`src/rtl/piece_move_scheduler.sv`:
```
// piece_move_scheduler: serialises gravity ticks and keyboard moves into a
// single one-outstanding command stream for the board-update engine. It owns
// the gravity and auto-repeat timebases and arbitrates with gravity first.
module piece_move_scheduler #(
   parameter int GRAVITY_DIV = 33554432,
   parameter int REPEAT_DIV  = 1048576
) (
   input  logic       clk,
   input  logic       rst,
   input  logic [1:0] keyboard_signal,
   input  logic       pause,
   output logic       cmd_valid,
   output logic [1:0] cmd_op,
   input  logic       cmd_ready,
   input  logic       cmd_done,
   input  logic       cmd_landed,
   output logic       busy
);

   localparam int GW = (GRAVITY_DIV > 2) ? $clog2(GRAVITY_DIV) : 1;
   localparam int RW = (REPEAT_DIV > 2) ? $clog2(REPEAT_DIV) : 1;
   localparam logic [GW-1:0] GCNT_LAST = GW'(GRAVITY_DIV - 1);
   localparam logic [RW-1:0] RCNT_LAST = RW'(REPEAT_DIV - 1);

   localparam logic [1:0] OP_DOWN = 2'b00;
   localparam logic [1:0] KEY_IDLE = 2'b00;

   typedef enum logic [1:0] {
      IDLE  = 2'd0,
      ISSUE = 2'd1,
      WAIT  = 2'd2
   } state_t;

   state_t        state;
   logic [GW-1:0] gcnt;
   logic [RW-1:0] rcnt;
   logic          grav_pend;
   logic          key_pend;
   logic [1:0]    key_op;
   logic [1:0]    key_q;

   logic landing;
   logic grav_tick;
   logic key_press;
   logic key_hold;
   logic key_repeat;
   logic take_grav;
   logic take_key;

   // Event decode: landing, timebase terminal counts, key edges and arbitration
   always_comb begin
      landing    = (state == WAIT) && cmd_done && cmd_landed && (cmd_op == OP_DOWN);
      grav_tick  = !pause && !landing && (gcnt == GCNT_LAST);
      key_press  = !pause && (keyboard_signal != KEY_IDLE) && (keyboard_signal != key_q);
      key_hold   = !pause && (keyboard_signal != KEY_IDLE) && (keyboard_signal == key_q);
      key_repeat = key_hold && (rcnt == RCNT_LAST);
      take_grav  = (state == IDLE) && grav_pend;
      take_key   = (state == IDLE) && !grav_pend && key_pend;
   end

   // Gravity timebase: landing restarts the interval and suppresses a coincident tick
   always_ff @(posedge clk) begin
      if (rst || landing) begin
         gcnt <= '0;
      end else if (!pause) begin
         if (gcnt == GCNT_LAST) gcnt <= '0;
         else                   gcnt <= gcnt + GW'(1);
      end
   end

   // Sticky gravity request; a new tick wins over the IDLE consume on the same edge
   always_ff @(posedge clk) begin
      if (rst)            grav_pend <= 1'b0;
      else if (grav_tick) grav_pend <= 1'b1;
      else if (take_grav) grav_pend <= 1'b0;
   end

   // Key sampler keeps tracking the input even while paused
   always_ff @(posedge clk) begin
      if (rst) key_q <= KEY_IDLE;
      else     key_q <= keyboard_signal;
   end

   // Auto-repeat timebase: counts only while the same key stays held and unpaused
   always_ff @(posedge clk) begin
      if (rst || landing) begin
         rcnt <= '0;
      end else if (!pause) begin
         if (key_hold && !key_repeat) rcnt <= rcnt + RW'(1);
         else                         rcnt <= '0;
      end
   end

   // Single-entry key request: latest press overwrites the op, set beats clear
   always_ff @(posedge clk) begin
      if (rst) begin
         key_pend <= 1'b0;
         key_op   <= KEY_IDLE;
      end else begin
         if (key_press) key_op <= keyboard_signal;
         if (key_press || key_repeat)  key_pend <= 1'b1;
         else if (take_key || landing) key_pend <= 1'b0;
      end
   end

   // Command FSM with registered valid/op; one command outstanding at a time
   always_ff @(posedge clk) begin
      if (rst) begin
         state     <= IDLE;
         cmd_valid <= 1'b0;
         cmd_op    <= OP_DOWN;
      end else begin
         case (state)
            IDLE: begin
               if (take_grav) begin
                  cmd_op    <= OP_DOWN;
                  cmd_valid <= 1'b1;
                  state     <= ISSUE;
               end else if (take_key) begin
                  cmd_op    <= key_op;
                  cmd_valid <= 1'b1;
                  state     <= ISSUE;
               end
            end
            ISSUE: begin
               if (cmd_ready) begin
                  cmd_valid <= 1'b0;
                  state     <= WAIT;
               end
            end
            WAIT: begin
               if (cmd_done) state <= IDLE;
            end
            default: begin
               state     <= IDLE;
               cmd_valid <= 1'b0;
            end
         endcase
      end
   end

   assign busy = (state != IDLE);

endmodule

```
`config.mk`:
```
export PLATFORM = sky130hd
export DESIGN_NAME = piece_move_scheduler
export DESIGN_NICKNAME = d
export VERILOG_FILES = /design/src/rtl/piece_move_scheduler.sv
export SDC_FILE = /design/constraint.sdc
export NUM_CORES = 1
export LEC_CHECK = 0
export CAP_MARGIN = 20
export CORE_MARGIN = 2
export CORE_UTILIZATION = 50
export DETAILED_ROUTE_END_ITERATION = 12
export PLACE_DENSITY = 0.73
export SLEW_MARGIN = 20
export SYNTH_ARGS = -nofsm -noshare
export SYNTH_HDL_FRONTEND = slang
export SYNTH_SLANG_ARGS = --single-unit
export TNS_END_PERCENT = 20
```
`constraint.sdc`:
```
create_clock -name clk -period 2.7 [get_ports clk]
set_input_delay 0.81 -clock clk [delete_from_list [all_inputs] [get_ports clk]]
set_output_delay 0.81 -clock clk [all_outputs]
set_load 0.02 [all_outputs]
```
# After elaboration in Yosys (flattened, before gate mapping)
# Index checks and enable logic that the tools add are counted.
[word_totals] latchBits=0 ram_bits=0 word_cells=68 memories=0 rom_bits=0 inputBits=8 regBits=56
[op_classes] n_lt_le_gt_ge=0 addsub=2 n_mul=0 n_div=0 eq_ne=9 n_reduce_logical=30 shifts=0 muxes=17 bitwise=1
[ops] cell="$add A25 B1 Y25 const B" count=1
[ops] cell="$eq A25 B25 Y1 const B" count=1
[ops] cell="$mux W25" count=1
[ops] cell="$add A20 B1 Y20 const B" count=1
[ops] cell="$eq A20 B20 Y1 const B" count=1
[ops] cell="$mux W20" count=1
[ops] cell="$logic_and A1 B1 Y1" count=13
[ops] cell="$mux W2" count=6
[ops] cell="$reduce_bool A2 Y1" count=5
[ops] cell="$mux W1" count=7
[ops] cell="$pmux W2 S3" count=1
[ops] cell="$reduce_and A3 Y1" count=2
[ops] cell="$logic_not A1 Y1" count=4
[ops] cell="$logic_not A2 Y1" count=2
[ops] cell="$ne A2 B2 Y1 const B" count=2
[ops] cell="$logic_or A1 B1 Y1" count=3
[ops] cell="$ne A3 B3 Y1 const B" count=1
[ops] cell="$pmux W1 S3" count=1
[ops] cell="$eq A2 B1 Y1 const B" count=1
[ops] cell="$eq A2 B2 Y1" count=1
[ops] cell="$eq A2 B2 Y1 const B" count=1
[ops] cell="$ne A2 B2 Y1" count=1
[ops] cell="$reduce_and A2 Y1" count=1
[ops] cell="$not A1 Y1" count=1

# Longest topological paths before layout
[logic_depth] depth_word=8 depth_mapped=7 depth_no_buf=6

# Worst setup path after synthesis
# No wires, ideal clock.
[synth_timing] path_kind="input port to flip-flop" startpoint="input pause" endpoint="register gcnt[19]" setup_slack_ns=0.512 required_time_ns=2.585 arrival_ns=2.074 cell_stages=7 setup_ns=0.115 path_cell_list="buf_2 nand2b_1 nor3_1 nand4_1 nand2_2 buf_6 nor2_1"
[synth_lines] item="start: declaration" line="11" source="input logic pause,"
[synth_lines] item="end signal: assignment" line="67" source="else gcnt <= gcnt + GW'(1);"
[synth_lines] item="end: declaration" line="35" source="logic [GW-1:0] gcnt;"

# Worst setup path after layout
[layout_timing] startpoint="register state[0]" endpoint="output busy"
[layout_via] elab_chain_len=1
[layout_lines] item="start: declaration" line="34" source="state_t state;"
[layout_lines] item="start signal: assignment" line="109" source="state <= IDLE;"
[layout_lines] item="start signal: assignment" line="118" source="state <= ISSUE;"
[layout_lines] item="start signal: assignment" line="122" source="state <= ISSUE;"
[layout_lines] item="$reduce_bool A2 Y1" line="142" source="assign busy = (state != IDLE);"
[layout_lines] item="end: declaration" line="17" source="output logic busy"
# Every way passes these cells.

==> flow_summary.toml <==
[logic_synthesis]
yosys-top-cells-count = "nor2_1, dfxtp_1, xnor2_1, nand2_1, xor2_1"
async_reset_ff_share_pct = 0
synth_edf_count = 0
synthMuxAreaShare_pct = 0.766
synth_fa_ha_area_share_pct = 0.957
synth_area_leaders = "dfxtp_1, nor2_1, xnor2_1, xor2_1, nand4_1"
yosysWarnings = 0
synth_compound_area_share_pct = 7.22
ys.flop_type = "dfxtp_1"
avgSynthCellArea_sq_um = 8.63
synth_most_common_cell = "nor2_1"
synth.ff_latch_count = 56
syn_nets = 313
synth_top_cell_area_share_pct = 42.9
yosys.area_share.xor_xnor_pct = 12.7
synth_top_family_by_area = "simple AND/OR/NAND/NOR gates"
yosys.area.top_type = "dfxtp_1"
synth.distinct_cells = 47
synth-simple-area-share_pct = 32.2
syn_area_sq_um = 2620
synth_cells = 303
seq_area_frac_synth_pct = 42.9

[floorplan]
coreArea_sq_um = 5070
start_util_pct = 51.5
row_count = 26
die_w_um = 76.3
io_pins = 12
die_h_um = 76.3
die_area_sq_um = 5820

[global_routing]
antenna_found_initial = 0
grt_pass1_vias = 1915
grt-ovfl-total = 0
grtUsageTotal_pct = 17.4
grt_max_degree = 18
grt_first_pass_wirelength_um = 8360

[power]
p_total_mw = 1.43
ir_drop_mv = 0.249
p_leak_nw = 1.03
p_per_area_nw_per_um2 = 486

[place]
gp_congestion = 0.780
dp_hpwl_um = 3340
port_buffers = 11

[timing]
rsz0062_at_grt = "no"
tightestPinTransition_ns = 0.498
slew-limit-headroom_pct = 66.5
finClkSkew_ns = 0.0150
slew_violations = 0
fmax_mhz = 426
post-route-period-util_pct = 86.9
final_hold_viol_count = 0
finalSetupViolCount = 0
final.setup.tns_ns = 0
fin_crit_ns = 2.35

[layout]
fillers = 487
drive_above_1_share_pct = 7.76
final_nets = 331
syn_to_final_growth_pct = 12.5
regArea_sq_um = 1120
antenna_cells = 0
multiInputGateArea_sq_um = 1410

[routing]
first_pass_iters = 4
drtIter0Drc = 74
drt-total-wl_um = 4540
drc = 0
vias_per_cell = 5.24
antenna_left = 0
num_vias = 2055
wire_per_inst_um = 11.6

[worst_setup_path]
cp.depth = 3
cp_max_fo = 7
critPathMaxStageDelay_ns = 0.60
path_cells = "nor2_1 -> inv_1 -> clkdlybuf4s50_1"
crit_family = "buffers and inverters"
cp.required_ns = 1.89
slowest_stage = "clkdlybuf4s50_1"
worstSetupEndpointType = "primary output"
setup.worst_path.class = "flip-flop to primary output"
ff2ff_setup_slack_ns = 0.82
worst_ep_arrival_time_ns = 1.54
rr_worst_depth = 6
crit_buf_inv = 2
startpoint_type = "flip-flop"

[clocking]
cts_max_path_buffers = 2
worstSkewPairLatency_ns = 0.32
holdBufCountCts = 0
htree_levels = 2
cts_resized = 0
path_clk_slew_ns = 0.09
root_buffer = "clkbuf_8"
cts_tree = "built"
cts_buffers = 5
numClockSinks = 56
post_cts_buffers = 0

[run_status]
outcome = "complete, no violations"

[run]
cap_violations = 0

[hold_path]
holdCritPathClass = "flip-flop to flip-flop"
holdPathStages = 2
==> power breakdown <==
| part | total (mW) | switching, mW | internal, mW |
|---|---|---|---|
| Combinational | 0.0997 | 0.0512 | 0.0485 |
| Sequential | 0.848 | 0.0113 | 0.837 |
| Clock | 0.483 | 0.275 | 0.208 |
==> sequential cells by signal (all words and copies together), names as in the netlist <==
name and count:
cmd_op 2, cmd_valid 1, gcnt 25, grav_pend 1, key_op 2, key_pend 1
key_q 2, rcnt 20, state 2
==> metal layers <==
layer  share of wire [%]  track usage (%)  vias to the layer above
met5                   0                0                        -
met4                 1.8             7.09                        0
met3                 2.0             3.91                        7
met2                  47             28.5                       20
met1                  50             22.4                      953
li1                    -                -                     1075
==> cell usage in the layout (no fill, tap or decap), types with 7 or more instances in the layout <==
| cell | synthesis | routed |
|---|---|---|
| clkdlybuf4s50_1 | 0 | 11 |
| xor2_1 | 17 | 17 |
| inv_1 | 8 | 8 |
| nand4_1 | 15 | 15 |
| xnor2_1 | 21 | 21 |
| and3_1 | 10 | 10 |
| dfxtp_1 | 56 | 56 |
| nand2_1 | 19 | 19 |
| buf_4 | 0 | 9 |
| nor2_1 | 57 | 57 |
| nand3_1 | 16 | 16 |
| a21oi_1 | 7 | 7 |
| nor3_1 | 10 | 10 |
==> metrics by stage <==
step	hold WS (ns)	area, sq um	instances	util (%)	worst slack (ns)
2_1_floorplan	0.460	2620	303	-	0.512
3_3_place_gp	0.479	2840	384	56.0	0.163
3_5_place_dp	0.484	2840	384	56.0	0.133
4_1_cts	0.500	2940	392	58.0	0.335
5_1_grt	0.534	2940	392	58.0	0.239
6_report	0.498	2940	392	58.0	0.353
==> cell families after synthesis <==
logic type	after synthesis
adders and majority gates	2
xor gates and xnor gates	38
and+or+nand+nor	161
DFF	56
AOI/OAI and AO/OA	26
buffers and inverters	18
muxes	2
==> worst reg2reg max path, stage by stage (launching register included) <==
cell and delay (ns):
dfxtp_1 0.46, nand4_4 0.16, nor4_4 0.54, a41oi_2 0.23, o21ai_4 0.19, buf_12 0.16, nor2_1 0.05
==> layout make-up <==
type	instances	area share (%)
Tap cell	70	2.98
Clock inverter	2	0.510
Sequential cell	56	38.1
Clock buffer	6	2.81
Timing Repair Buffer	21	6.72
Multi-Input combinational cell	229	47.9
Inverter	8	1.02
==> worst paths after layout <==
| kind | from | endpoint |
|---|---|---|
| min | gcnt[1] | gcnt[1] |
| max reg2reg | rcnt[3] | rcnt[3] |
| min reg2reg | gcnt[1] | gcnt[1] |
| max | state[0] | busy |
(Power assumes the default switching activity.)
==> RTL change (same settings) <==
Make the reset (`rst`) asynchronous in 4 clocked blocks.
--- a/src/rtl/piece_move_scheduler.sv
+++ b/src/rtl/piece_move_scheduler.sv
@@ -71,3 +71,3 @@
    // Sticky gravity request; a new tick wins over the IDLE consume on the same edge
-   always_ff @(posedge clk) begin
+   always_ff @(posedge clk or posedge rst) begin
       if (rst)            grav_pend <= 1'b0;
@@ -78,3 +78,3 @@
    // Key sampler keeps tracking the input even while paused
-   always_ff @(posedge clk) begin
+   always_ff @(posedge clk or posedge rst) begin
       if (rst) key_q <= KEY_IDLE;
@@ -94,3 +94,3 @@
    // Single-entry key request: latest press overwrites the op, set beats clear
-   always_ff @(posedge clk) begin
+   always_ff @(posedge clk or posedge rst) begin
       if (rst) begin
@@ -106,3 +106,3 @@
    // Command FSM with registered valid/op; one command outstanding at a time
-   always_ff @(posedge clk) begin
+   always_ff @(posedge clk or posedge rst) begin
       if (rst) begin
Check against the original RTL: differs if rst is asserted again (counterexample within 4 cycles, from zero or initial values and one cycle with rst high); with rst held inactive, the same outputs for 10 cycles.
==> RTL change against the original RTL <==
  * Wire length down 5.3%
  * Sequential cell count unchanged
  * Final area down 1.9%
  * Via count down 7.6%
  * Setup slack worse by 0.14 ns
  * Synthesized area down 2.3%
  * Hold slack worse by 0.012 ns
Power is not compared: it rests on default switching activity, and its combinational part moved more than twofold at a synthesized area within 25%.
==> RTL change: results (changes against the original RTL) <==
metric;value;unit;change
wl_per_cell;11.6;um;about the same
min-delay-start;gcnt[1];;unchanged
core_area;5010;sq um;was 5070 sq um
wl_met2;2.05;mm;was 2.11 mm
hpwl;3.17;mm;was 3.34 mm
wl_met1;2.08;mm;was 2.26 mm
nets;310;;was 331
ys_types;45;;was 47
synth_fp_nets;289;;was 313
synth_largest_area_cell;dfxtp_1;;unchanged
inv_count;6;;was 8
seq_area_frac_synth;46.0;%;was 42.9%
r2r-start;gcnt[5];;was rcnt[3]
use_met1;20.7;%;was 22.4%
grt_pass1_wl;7.38;mm;was 8.36 mm
multi_input_area;1300;sq um;was 1410 sq um
clock_latency;0.30;ns;was 0.32 ns
antenna_found_initial;0;;unchanged
ctsResizeCount;0;;unchanged
dpl_cell_area;2790;sq um;was 2840 sq um
antenna_cells;0;;unchanged
multi_input_cells;211;;was 229
outcome;finished, final reports clean;;unchanged
via_per_inst;5.12;;was 5.24
finalHoldViolCount;0;;unchanged
worstPathArrival;1.67;ns;was 1.54 ns
drt_iter0_drc;107;;was 74
path_max_fanout;8;;was 7
cts_buffers;5;;unchanged
synthArstFlopShare;19.6;%;was 0%
clk_share;3.25;%;was 3.32%
seq_share;40.7;%;was 38.1%
use_met3;3.57;%;was 3.91%
gr-usage-all-layers;16.6;%;was 17.4%
synthTopCellsByArea;dfxtp_1 35%, dfrtp_1 11%, xor2_1 9.3%;;was dfxtp_1 43%, nor2_1 8.2%, xnor2_1 7.0%
nFillCells;476;;was 487
dp_slack;0.0787;ns;was 0.133 ns
clkbuf_count;7;;was 6
wirelength;4.30;mm;was 4.54 mm
buf_share;7.02;%;was 6.72%
drive_gt1_share;9.30;%;was 7.76%
gp_congestion;0.764;;was 0.780
skew;0.0114;ns;was 0.0150 ns
worst_slew_pin_slew;0.516;ns;was 0.498 ns
grt_pass1_vias;1749;;was 1,915
largestRegisters;gcnt x25, rcnt x20;;unchanged
wl_met3;114;um;was 89 um
met2_usage;28.9;%;was 28.5%
grt_max_degree;21;;was 18
placed_cells;363;;was 384
synthTopCellsByCount;55 x nor2_1, 45 x dfxtp_1, 27 x xor2_1, 21 x nand2_1, 15 x xnor2_1;;was 57 x nor2_1, 56 x dfxtp_1, 21 x xnor2_1, 19 x nand2_1, 17 x xor2_1
buffers;20;;was 21
syn_area_per_cell;9.16;sq um;was 8.63 sq um
postLayoutCellArea;2890;sq um;was 2940 sq um
## RTL change: final timing paths
check,to,slack [ns],depth (start not counted)
max,busy,0.22,2
min,gcnt[1],0.49,2
max reg2reg,gcnt[12],0.52,6
min reg2reg,gcnt[1],0.49,2
max in group asynchronous,key_q[0],1.69,3
min in group asynchronous,state[0],0.86,3
## RTL change: cells by family after synthesis
family          after synthesis  synth area share, %
compound gates               19                 5.19
fa+ha+maj                     2                0.979
simple gates                145                 29.2
mux                           3                 1.27
buf+inv                      12                 2.94
flops                        56                 46.0
xor+xnor                     42                 14.4
## RTL change: report_power, final
part | switching [mW] | internal (mW) | total [mW] | leakage [nW]
clock network | 0.255 | 0.209 | 0.464 | 0.0445
logic | 0.139 | 0.157 | 0.296 | 0.480
registers | 0.0603 | 0.884 | 0.944 | 0.497
total | 0.455 | 1.25 | 1.70 | 1.02
## RTL change: critical path: stages, from the launching register on
cell and delay, ns:
dfrtp_1 0.47, or2_2 0.36, clkdlybuf4s50_1 0.54
